==> src/rtl/imem_loader_pkg.sv <==
// Shared constants for the boot-time instruction-memory loader.
package imem_loader_pkg;

    // Stream framing
    localparam int unsigned HDR_W          = 16;
    localparam int unsigned BYTES_PER_WORD = 4;

    // Loader FSM state encoding
    localparam logic [2:0] HDR_HI  = 3'd0;
    localparam logic [2:0] HDR_LO  = 3'd1;
    localparam logic [2:0] PAYLOAD = 3'd2;
    localparam logic [2:0] CHECK   = 3'd3;
    localparam logic [2:0] DONE    = 3'd4;
    localparam logic [2:0] ERROR   = 3'd5;

endpackage

==> src/rtl/word_assembler.sv <==
// Shifts stream bytes MSB-first into a 32-bit word; pulses word_valid
// combinationally on the transfer that delivers the last byte of a word.
module word_assembler
    import imem_loader_pkg::*;
(
    input  logic        clock,
    input  logic        rst,
    input  logic        shift_en,
    input  logic [7:0]  byte_in,
    output logic [31:0] word,
    output logic        word_valid
);

    // Only the first three bytes need storing; the fourth arrives with word_valid.
    logic [23:0] shift_q, shift_d;
    logic [1:0]  idx_q, idx_d;

    // Next-state: shift in a byte and advance the byte index on each accepted byte
    always_comb begin
        shift_d = shift_q;
        idx_d   = idx_q;
        if (shift_en) begin
            shift_d = {shift_q[15:0], byte_in};
            idx_d   = idx_q + 2'd1;
        end
    end

    // Assembled word and completion pulse
    always_comb begin
        word       = {shift_q, byte_in};
        word_valid = shift_en && (idx_q == 2'(BYTES_PER_WORD - 1));
    end

    // State registers
    always_ff @(posedge clock or negedge rst) begin
        if (!rst) begin
            shift_q <= '0;
            idx_q   <= '0;
        end else begin
            shift_q <= shift_d;
            idx_q   <= idx_d;
        end
    end

endmodule

==> src/rtl/imem_loader.sv <==
// Boot loader: parses a header/payload/checksum byte stream, writes big-endian
// words to instruction memory and releases the core reset once verified.
module imem_loader
    import imem_loader_pkg::*;
#(
    parameter int unsigned ADDR_W = 12
) (
    input  logic              clock,
    input  logic              rst,
    input  logic              in_valid,
    input  logic [7:0]        in_data,
    output logic              in_ready,
    output logic              imem_we,
    output logic [ADDR_W-1:0] imem_addr,
    output logic [31:0]       imem_wdata,
    output logic              core_rst,
    output logic              load_done,
    output logic              load_err
);

    localparam int unsigned DEPTH = 1 << ADDR_W;

    logic [2:0]        state_q, state_d;
    logic [7:0]        n_hi_q, n_hi_d;
    logic [HDR_W-1:0]  n_q, n_d;
    // One extra bit so a full DEPTH-word image never wraps the count.
    logic [ADDR_W:0]   cnt_q, cnt_d;
    logic [7:0]        chk_q, chk_d;
    logic              imem_we_q, imem_we_d;
    logic [ADDR_W-1:0] imem_addr_q, imem_addr_d;
    logic [31:0]       imem_wdata_q, imem_wdata_d;
    logic              core_rst_q, core_rst_d;
    logic              load_done_q, load_done_d;
    logic              load_err_q, load_err_d;

    logic              xfer;
    logic [HDR_W-1:0]  n_full;
    logic              last_word;
    logic [31:0]       word;
    logic              word_valid;

    // Ready is a pure function of state so the source can rely on it a cycle ahead
    always_comb begin
        in_ready = (state_q == HDR_HI) || (state_q == HDR_LO) ||
                   (state_q == PAYLOAD) || (state_q == CHECK);
        xfer      = in_valid && in_ready;
        n_full    = {n_hi_q, in_data};
        last_word = (32'(cnt_q) + 32'd1) == 32'(n_q);
    end

    word_assembler u_word_assembler (
        .clock      (clock),
        .rst        (rst),
        .shift_en   (xfer && (state_q == PAYLOAD)),
        .byte_in    (in_data),
        .word       (word),
        .word_valid (word_valid)
    );

    // Loader FSM, checksum, address counter and registered outputs
    always_comb begin
        state_d      = state_q;
        n_hi_d       = n_hi_q;
        n_d          = n_q;
        cnt_d        = cnt_q;
        chk_d        = chk_q;
        imem_we_d    = 1'b0;
        imem_addr_d  = imem_addr_q;
        imem_wdata_d = imem_wdata_q;
        core_rst_d   = core_rst_q;
        load_done_d  = load_done_q;
        load_err_d   = load_err_q;

        // Every byte ahead of the check byte folds into the running XOR.
        if (xfer && (state_q != CHECK)) begin
            chk_d = chk_q ^ in_data;
        end

        case (state_q)
            HDR_HI: begin
                if (xfer) begin
                    n_hi_d  = in_data;
                    state_d = HDR_LO;
                end
            end
            HDR_LO: begin
                if (xfer) begin
                    n_d = n_full;
                    if (32'(n_full) > DEPTH) begin
                        state_d    = ERROR;
                        load_err_d = 1'b1;
                    end else if (n_full == '0) begin
                        state_d = CHECK;
                    end else begin
                        state_d = PAYLOAD;
                    end
                end
            end
            PAYLOAD: begin
                if (word_valid) begin
                    imem_we_d    = 1'b1;
                    imem_addr_d  = cnt_q[ADDR_W-1:0];
                    imem_wdata_d = word;
                    cnt_d        = cnt_q + 1'b1;
                    if (last_word) begin
                        state_d = CHECK;
                    end
                end
            end
            CHECK: begin
                if (xfer) begin
                    if (in_data == chk_q) begin
                        state_d     = DONE;
                        load_done_d = 1'b1;
                        core_rst_d  = 1'b0;
                    end else begin
                        state_d    = ERROR;
                        load_err_d = 1'b1;
                    end
                end
            end
            // DONE and ERROR are terminal until reset.
            default: begin
                state_d = state_q;
            end
        endcase
    end

    // Output assignments
    always_comb begin
        imem_we    = imem_we_q;
        imem_addr  = imem_addr_q;
        imem_wdata = imem_wdata_q;
        core_rst   = core_rst_q;
        load_done  = load_done_q;
        load_err   = load_err_q;
    end

    // State registers
    always_ff @(posedge clock or negedge rst) begin
        if (!rst) begin
            state_q      <= HDR_HI;
            n_hi_q       <= '0;
            n_q          <= '0;
            cnt_q        <= '0;
            chk_q        <= '0;
            imem_we_q    <= 1'b0;
            imem_addr_q  <= '0;
            imem_wdata_q <= '0;
            core_rst_q   <= 1'b1;
            load_done_q  <= 1'b0;
            load_err_q   <= 1'b0;
        end else begin
            state_q      <= state_d;
            n_hi_q       <= n_hi_d;
            n_q          <= n_d;
            cnt_q        <= cnt_d;
            chk_q        <= chk_d;
            imem_we_q    <= imem_we_d;
            imem_addr_q  <= imem_addr_d;
            imem_wdata_q <= imem_wdata_d;
            core_rst_q   <= core_rst_d;
            load_done_q  <= load_done_d;
            load_err_q   <= load_err_d;
        end
    end

endmodule

==> config.mk <==
export PLATFORM = sky130hd
export DESIGN_NAME = imem_loader
export DESIGN_NICKNAME = d
export VERILOG_FILES = /design/src/rtl/imem_loader_pkg.sv /design/src/rtl/word_assembler.sv /design/src/rtl/imem_loader.sv
export SDC_FILE = /design/constraint.sdc
export NUM_CORES = 1
export LEC_CHECK = 0
export BUFFER_PORTS_ARGS = -buffer_cell sky130_fd_sc_hd__buf_2
export CAP_MARGIN = 10
export CORE_ASPECT_RATIO = 1.5
export CORE_MARGIN = 3
export CORE_UTILIZATION = 24
export CTS_CLUSTER_DIAMETER = 80
export DETAILED_ROUTE_END_ITERATION = 8
export PLACE_DENSITY = 0.5
export SYNTH_ARGS = -nofsm -noshare
export SYNTH_HDL_FRONTEND = slang
export SYNTH_HIERARCHICAL = 1
export SYNTH_SLANG_ARGS = --single-unit
export TNS_END_PERCENT = 50
==> constraint.sdc <==
create_clock -name clock -period 3.6 [get_ports clock]
set_clock_uncertainty 0.05 [all_clocks]
set_input_delay 0.54 -clock clock [delete_from_list [all_inputs] [get_ports clock]]
set_output_delay 0.54 -clock clock [all_outputs]
set_load 0.03 [all_outputs]
Yosys cells after proc, flatten, opt, wreduce, memory -nomap -nowiden
Cells that the tools add are included.
Cells by class
  $add $sub $neg: 3
  order comparisons: 1
  equal/unequal tests: 14
  multiplexer cells: 16
  bitwise logic cells: 1
  reduce and logical (&&, ||, !) cells: 17
Operators by type and width (count)
  $mux 3: 6
  $eq 14x16->1: 1
  $gt 16x13->1 const B: 1
  $logic_not 16->1: 1
  $add 13x1->14 const B: 1
  $add 13x1->13 const B: 1
  $pmux 3 s4: 1
  $ne 2x2->1 const B: 5
  $eq 8x8->1: 1
  $mux 1: 8
  $xor 8x8->8: 1
  $eq 3x2->1 const B: 2
  $reduce_and 2->1: 3
  $reduce_and 6->1: 1
  $reduce_and 5->1: 1
  $logic_and 1x1->1: 4
  $ne 2x1->1 const B: 2
  $reduce_bool 4->1: 1
  $eq 3x1->1 const B: 1
  $logic_not 3->1: 1
  $logic_or 1x1->1: 3
  $ne 3x2->1 const B: 1
  $reduce_and 3->1: 1
  $add 2x1->2 const B: 1
  other kinds (3): 3
Storage, ports and cells
  register bits after elaboration: 122
  output and inout port bits: 49
  logic and storage cells: 65

Longest topological paths before layout
Gate-level depths: netlist of run 1.
  depth in word-level cells: 9
  depth in mapped cells: 11

Cells and area by module
Netlist of run 1, hierarchy kept.
Modules (own cells, without submodules)
  imem_loader: instances 1, cells each 329, area each 4287.9 um^2
  word_assembler: instances 1, cells each 65, area each 1138.6 um^2

Least setup slack after synthesis of run 1
OpenSTA, ideal clock, no wires.
  path type: register -> register
  start point: register state_q[2]
  end point: register imem_addr_q[0], in the netlist imem_addr[0]
  setup time: 0.125 ns
  arrival: 2.212 ns
  slack: 1.213 ns
  stages on the path, launching flop included: 10
  buffers on the path: 4
  path through: dfrtp_1 -> inv_1 -> and4_1 -> buf_6 -> buf_12 -> and2_1 -> and4_1 -> buf_2 -> buf_2 -> mux2_2
On the way
  longest elaborated chain between the ends: 8
  elaborated cells on any way between the ends: 11
  those cells by class: eq/ne: 3; reduce/logical: 8
Ends and longest elaborated chain
  from (decl): line imem_loader.sv:23  | logic [2:0] state_q, state_d;
  from (signal assigned): line imem_loader.sv:154  | state_q <= state_d;
  $eq 3x1->1 or $logic_not 3->1 (tied branches): line imem_loader.sv:44  | in_ready = (state_q == HDR_HI) || (state_q == HDR_LO) ||
  $logic_or 1x1->1 (2 in a row): line imem_loader.sv:44
  $logic_or 1x1->1 (*): line imem_loader.sv:45  | (state_q == PAYLOAD) || (state_q == CHECK);
  named net in_ready: line imem_loader.sv:12  | output logic in_ready,
  $logic_and 1x1->1 (*): line imem_loader.sv:46  | xfer = in_valid && in_ready;
  $logic_and 1x1->1 (*): line imem_loader.sv:54  | .shift_en (xfer && (state_q == PAYLOAD)),
  $logic_and 1x1->1 (*): line word_assembler.sv:31  | word_valid = shift_en && (idx_q == 2'(BYTES_PER_WORD - 1));
  named net word_valid: line imem_loader.sv:40  | logic word_valid;
  $reduce_and 2->1 (no line) (*)
  to (signal assigned): line imem_loader.sv:160  | imem_addr_q <= imem_addr_d;
  to (decl): line imem_loader.sv:30  | logic [ADDR_W-1:0] imem_addr_q, imem_addr_d;
Mark *: on every way through the listed nets, which the timed path passes. The rest lies on a longest branch.
A chain may end at the register's enable or synchronous reset.

Worst setup path in the final report of run 1
  start point: register state_q[0]
  end point: register cnt_q[11]
On the way
  longest elaborated chain between the ends: 8
  elaborated cells on any way between the ends: 11
  those cells by class: eq/ne: 3; reduce/logical: 8
Ends and longest elaborated chain
  $eq 3x1->1 or $logic_not 3->1 (tied branches): line imem_loader.sv:44
  $logic_or 1x1->1 (2 in a row): line imem_loader.sv:44
  $logic_or 1x1->1: line imem_loader.sv:45
  $logic_and 1x1->1: line imem_loader.sv:46
  $logic_and 1x1->1 (*): line imem_loader.sv:54
  $logic_and 1x1->1 (*): line word_assembler.sv:31
  named net word_valid: line imem_loader.sv:40
  $reduce_and 2->1 (no line) (*)
  to (signal assigned): line imem_loader.sv:157  | cnt_q <= cnt_d;
  to (decl): line imem_loader.sv:27  | logic [ADDR_W:0] cnt_q, cnt_d;
Marked as above.

==> impl_results.md, run 1 <==
* Setup bufs post-CTS at 0
* Die H at 190 um
* Fraction of the yosys area taken by sequential cells at 56.3%
* Most frequent cells in the layout: dfrtp_1, mux2_2, buf_2
* Slew Viols, Final at 0
* Final GP Congestion at 0.881
* CTS tree: done
* Routed len/inst at 16.9 um
* Root Buffer: clkbuf_16
* Synth async-reset ratio at 100%
* Syn Inst Count at 394
* Most frequent CP cell: and4_2
* Synth Register Bits at 122
* Detailed Route Iter0 Violations at 251
* Slew headroom at 34.1%
* Achievable Freq at 397 MHz
* VDD IR-drop max at 0.283 mV
* Worst endpoint required time at 3.88 ns
* Crit path time final at 2.52 ns
* Fraction of layout cells with a size suffix above 1 at 42.3%
* HP Class: input pin to async pin
* Final WL at 12.4 mm
* IO Count at 60
* First-pass GRT wire length at 20.4 mm
* Commonest non-fill, non-tap cell in the layout: dfrtp_1
* Overall Global Routing Usage at 10.9%
* Worst-Skew Late Latency at 0.41 ns
* Die area at 24,500 um2
* CTS buffer count at 17
* Worst-Margin Slew at 0.980 ns
* Synth Flop Type: dfrtp_1
* DR pass1 iterations at 4
* Pwr Total at 0.00324 W
* Num Clock Sinks at 122
* Crit path max fanout at 25
* Crit-path cells: inv_1, and4_2, and2_1, and4_2, nand3_1, nor3_1, xnor2_1
* Initial antenna violation count at 0
* Number of I/O port buffers at 59
* Worst r2r path cells at 7
* Synthesized net count at 407
* DR vias/cell at 4.45
* Final worst slack at 1.08 ns
* Residual DRC at 0
* Worst path max stage delay at 0.66 ns
* WS Path Type: flip-flop to flip-flop
* Max-Cap Viols at 0
* Status: finished, final reports clean
* Post-CTS Hold Buffers at 0
* Fin crit share at 70.0%
* Setup crit start kind: flip-flop
* Starting density of the core at 24.7%
* # fillers at 2,231
* Area of the multi-input gates at 2140 um2
* Synth Cell Area at 5430 um2
* Pleak at 3.14 nW
* Syn avg cell area at 13.8 um2
* Via Count at 3,259
* N_diodes at 0
* Fin nets at 463
* Worst-path clk slew at 0.05 ns
* CORE AREA at 22,000 um2
* Final setup vio count at 0
* Buf/Inv on CP at 1
* CP top delay family: simple AND/OR/NAND/NOR gates
* GRT overflow at 0
* Num rows at 66
* CTS H-tree lvls at 4
* RR Startpoint: state_q[0]
* Pwr dens at 497 nW/um2
* RSZ-0062 raised after global routing: no
* Post-route setup TNS at 0 ns
* Post-synth EDFFs at 0
* Largest net degree at the start of global routing at 63
* Die X at 129 um
* CTS Buffer Depth at 2
* Critical Path AT at 2.80 ns
* Post-synth cell types at 45
* Synthesis Warnings at 6
* Worst slack at placement at 1.01 ns
* # resized after CTS at 0
* Detailed Place HPWL at 8.53 mm
* Fin. Hold Viols at 0
* DRT antenna net count at 0
* Worst setup EP type: flip-flop
* Slowest cell on the critical path: and4_2
* Layout area overhead at 20.2%
* Register Area at 3050 um2
* Vias in the first global route at 3,642
* FF-to-FF End: cnt_q[11]
* Flop2flop setup slack at 1.08 ns
==> final cells by class <==
type | instances | area share (%)
Sequential cell | 122 | 46.8
Tap cell | 272 | 5.22
Inverter | 8 | 0.460
Clock buffer | 23 | 7.48
Multi-Input combinational cell | 236 | 32.8
Timing Repair Buffer | 65 | 5.45
Clock inverter | 7 | 1.76
==> synth_stat cells (4+ instances only) <==
master   count  share of area (%)
and2_1       4               0.46
nand2_1     18                1.2
nand4_1      7               0.81
xnor2_1     31                5.0
nand3_1      6               0.55
mux2_2      77                 16
nor2_1       6               0.42
nor4_1       8               0.92
mux2_4      18                5.0
buf_2       11                1.0
and4_1       4               0.65
dfrtp_1    121                 56
inv_1        8               0.55
nor3_1       6               0.55
a21oi_1      4               0.37
buf_4       12                1.7
xor2_1      12                1.9
==> cells by family after synthesis <==
group                      share of synthesized area [%]
AOI/OAI and AO/OA                                   3.41
xor gates and xnor gates                            6.94
adders and majority gates                          0.461
buffers and inverters                               4.33
DFF                                                 56.3
muxes                                               21.1
and+or+nand+nor                                     7.42
==> worst max path at each step <==
stage	from	to	slack [ns]	cells after the start
floorplan	state_q[2]	imem_addr[0]	1.21	9
global placement	in_valid	cnt_q[11]	1.08	7
detailed placement	in_valid	cnt_q[11]	1.01	7
CTS	state_q[0]	cnt_q[11]	1.04	7
global route	state_q[0]	cnt_q[11]	0.85	7
finish	state_q[0]	cnt_q[11]	1.08	7
==> metal layers <==
metal / part of all wire [%] / up-vias / GRT usage [%]
li1: - / 1491 / -
met1: 42 / 1669 / 13.1
met2: 52 / 76 / 18.1
met3: 4.4 / 23 / 2.87
met4: 2.1 / 0 / 5.09
met5: 0 / - / 0
==> registers in the layout, summed over array words and instances, names as in the netlist <==
name,count
chk_q,8
n_hi_q,8
load_done,1
u_word_assembler/shift_q,24
load_err,1
core_rst,1
cnt_q,13
imem_we,1
n_q,16
imem_wdata,32
state_q,3
imem_addr,12
u_word_assembler/idx_q,2
==> through the flow <==
step           cell area, um2  util [%]  hold slack, ns  cells
4_1_cts                  6520      29.7           0.199    733
2_1_floorplan            5430         -           0.194    394
5_1_grt                  6520      29.7           0.236    733
6_report                 6520      29.7           0.175    733
3_5_place_dp             5920      26.9           0.406    703
3_3_place_gp             5920      26.9           0.399    703
==> report_power, final <==
part	leakage (nW)	total (W)	switching, W	internal [W]
Clock	0.291	0.00175	0.000597	0.00115
Sequential	1.66	0.00140	0.0000131	0.00139
Combinational	1.19	0.0000891	0.0000584	0.0000307
Total	3.14	0.00324	0.000669	0.00257
(Power assumes the default switching activity.)
==> run 2: changes to the inputs <==
--- a/config.mk
+++ b/config.mk
@@ -5,6 +5,7 @@
 export SDC_FILE = /design/constraint.sdc
 export NUM_CORES = 1
 export LEC_CHECK = 0
+export ABC_AREA = 1
 export BUFFER_PORTS_ARGS = -buffer_cell sky130_fd_sc_hd__buf_2
 export CAP_MARGIN = 10
 export CORE_ASPECT_RATIO = 1.5
@@ -12,7 +13,7 @@
 export CORE_UTILIZATION = 24
 export CTS_CLUSTER_DIAMETER = 80
 export DETAILED_ROUTE_END_ITERATION = 8
-export PLACE_DENSITY = 0.5
+export PLACE_DENSITY = 0.52
 export SYNTH_ARGS = -nofsm -noshare
 export SYNTH_HDL_FRONTEND = slang
 export SYNTH_HIERARCHICAL = 1
==> constraint.sdc (replaced) <==
create_clock -name clock -period 2.2 [get_ports clock]
set_clock_uncertainty 0.05 [all_clocks]
set_input_delay 0.33 -clock clock [delete_from_list [all_inputs] [get_ports clock]]
set_output_delay 0.33 -clock clock [all_outputs]
set_load 0.03 [all_outputs]
==> impl_results.md, run 2 <==
* Status: finished, final reports clean
* CTS tree: done
* DRT antenna net count at 0 (unchanged)
* Syn Inst Count at 654 (+66%)
* Vias in the first global route at 4,288 (+18%)
* Die X at 130 um (+0.57%)
* # fillers at 2,412 (+8.1%)
* Worst setup EP type: flip-flop
* Post-synth cell types at 30 (-33%)
* Crit path time final at 1.99 ns (-0.526 ns)
* Crit path max fanout at 4 (-84%)
* Num Clock Sinks at 122 (unchanged)
* Synthesized net count at 667 (+64%)
* Pleak at 3.52 nW (+12%)
* CTS Buffer Depth at 2 (unchanged)
* Area of the multi-input gates at 2070 um2 (-3.0%)
* Worst endpoint required time at 2.46 ns (-1.42 ns)
* CTS buffer count at 17 (unchanged)
* Max-Cap Viols at 0 (unchanged)
* Yosys top cell by area: dfrtp_1
* Slew headroom at 66.8% (+33 points)
* Final setup vio count at 0 (unchanged)
* Top-count cell post-synth: nand2_1
* Worst-path clk slew at 0.06 ns (about the same)
* Max FFs per register at 32 (unchanged)
* Achievable Freq at 502 MHz (+26%)
* Routed len/inst at 13.4 um (-21%)
* Initial antenna violation count at 0 (unchanged)
* Num rows at 67 (+1.5%)
* Die H at 191 um (+0.58%)
* Worst-Margin Slew at 0.496 ns (-0.484 ns)
* Starting density of the core at 24.4% (-0.26 points)
* Largest net degree at the start of global routing at 53 (-16%)
* Pwr dens at 798 nW/um2 (+61%)
* Syn avg cell area at 8.40 um2 (-39%)
* Layout area overhead at 23.7%
* Synthesis Warnings at 6 (unchanged)
* DR pass1 iterations at 4 (unchanged)
* WS Path Type: flip-flop to flip-flop
* Synth Register Bits at 122 (unchanged)
* Fin crit share at 90.6% (+21 points)
* Root Buffer: clkbuf_16
* Final worst slack at 0.206 ns (-0.874 ns)
* IO Count at 60 (unchanged)
* N_diodes at 0 (unchanged)
* Fin. Hold Viols at 0 (unchanged)
* VDD IR-drop max at 0.433 mV (+53%)
* Worst-Skew Late Latency at 0.42 ns (about the same)
* Post-route setup TNS at 0 ns (unchanged)
* Synth Cell Area at 5490 um2 (+1.2%)
* Synth top cells by count: nand2_1, dfrtp_1, o21ai_0
* Via Count at 4,229 (+30%)
* Synth Flop Type: dfrtp_1
* Fin nets at 730 (+58%)
* HP Class: input pin to flip-flop
* Die area at 24,800 um2 (+1.1%)
* Detailed Route Iter0 Violations at 198 (-21%)
* CTS H-tree lvls at 4 (unchanged)
* Top post-synthesis cells by area: dfrtp_1, nand2_1, o21ai_0
* Post-synth EDFFs at 0 (unchanged)
* Worst slack at placement at 0.119 ns (-0.888 ns)
* Final WL at 13.4 mm (+8.2%)
* First-pass GRT wire length at 22.0 mm (+7.9%)
* Synth async-reset ratio at 100% (unchanged)
* Number of I/O port buffers at 59 (unchanged)
* Most frequent cells in the layout: nand2_1, dfrtp_1, buf_2
* Yosys top cell area share at 55.1% (-0.66 points)
* Residual DRC at 0 (unchanged)
* Commonest non-fill, non-tap cell in the layout: nand2_1
* Setup crit start kind: flip-flop
* Overall Global Routing Usage at 11.4% (+0.45 points)
* Final GP Congestion at 0.761 (-14%)
* Slew Viols, Final at 0 (unchanged)
* Register Area at 3060 um2 (about the same)
* Fraction of layout cells with a size suffix above 1 at 19.6% (-23 points)
* Detailed Place HPWL at 9.24 mm (+8.3%)
* DR vias/cell at 4.21 (-5.4%)
* CORE AREA at 22,500 um2 (+2.3%)
* GRT overflow at 0 (unchanged)
* Critical Path AT at 2.25 ns (-0.55 ns)
* Fraction of the yosys area taken by sequential cells at 55.6% (-0.67 points)
[run 2: cell types whose count changed after synthesis, moves of 10 or more]
| cell | previous run | this run |
|---|---|---|
| o21ai_0 | 2 | 54 |
| nand2_2 | 0 | 26 |
| clkbuf_1 | 1 | 15 |
| nand2_1 | 18 | 269 |
| mux2_4 | 18 | 0 |
| nor2_1 | 6 | 27 |
| xor2_1 | 12 | 2 |
| mux2_2 | 77 | 0 |
| xnor2_1 | 31 | 8 |
| nand3_1 | 6 | 27 |
| inv_1 | 8 | 47 |
| buf_2 | 11 | 1 |
[run 2: layer usage]
metal	global-route usage, %	wire (um)
met2	20.0	7010
met3	2.49	362
met4	5.00	322
met1	13.1	5730
met5	0	0
[run 2: worst max-delay path: stages, from the launching register on]
cell     delay (ns)
dfrtp_1        0.43
ha_4           0.17
nand2_2        0.07
nor2_4         0.15
buf_4          0.16
nand4_1        0.14
nand2_1        0.13
nor2_1         0.04
nor2_1         0.08
nand2_1        0.05
nor2_1         0.08
nand2_1        0.08
nand2_2        0.09
nand2_1        0.05
nand2_1        0.05
nand2_1        0.05
[run 2: area by class of cell]
class,count,share of cell area (%)
flip-flops and latches,122,45.0
multi-input cells,452,30.5
repair buffers,75,7.11
clock buffers,19,6.52
well taps,276,5.08
clock inverters,12,2.91
inverters,49,2.82
[run 2: power by group]
group	switching (W)	internal, W	leakage [nW]	total [W]
Combinational	0.0000794	0.0000272	1.58	0.000107
Sequential	0.00000822	0.00225	1.63	0.00226
Clock	0.00103	0.00203	0.309	0.00305
[run 2: cells by family after synthesis]
| family | count (synthesis) | share of synthesized area (%) |
|---|---|---|
| flip-flops | 122 | 55.6 |
| adder cells (fa/ha/maj) | 2 | 0.456 |
| XOR/XNOR | 11 | 2.01 |
| buffers and inverters | 80 | 7.15 |
| AND/OR/NAND/NOR | 373 | 28.6 |
| AO/OA/AOI/OAI | 66 | 6.15 |
[run 2: path summary, 6_finish.rpt]
check / depth (start not counted) / slack, ns / from / to
min in group asynchronous: 2 / 0.34 / rst / imem_addr[10]
max in group asynchronous: 3 / 1.14 / rst / imem_wdata[20]
hold reg to reg: 2 / 0.42 / core_rst / core_rst
setup / recovery: 15 / 0.21 / cnt_q[0] / state_q[1]
setup reg to reg: 15 / 0.21 / cnt_q[0] / state_q[1]
hold / removal: 3 / 0.14 / in_data[0] / imem_wdata[0]
[run 2: repair_timing]
item                                    4_1_cts  5_1_grt
hold endpoints to repair                     25        0
resized for setup                             0        7
buffers inserted                              0        4
hold buffers                                  1        0
endpoints found under the setup margin        0        3
[run 2: stage by stage]
stage | total power (W) | hold slack, ns | utilization, % | cell area [um2] | std cells
finish | 0.00542 | 0.137 | 30.2 | 6790 | 1005
global route | 0.00560 | 0.131 | 30.2 | 6790 | 1005
CTS | 0.00550 | 0.123 | 29.9 | 6720 | 1001
detailed placement | 0.00241 | 0.245 | 27.0 | 6070 | 969
global placement | 0.00241 | 0.243 | 27.0 | 6070 | 969
floorplan | 0.00233 | -0.0156 | - | 5490 | 654
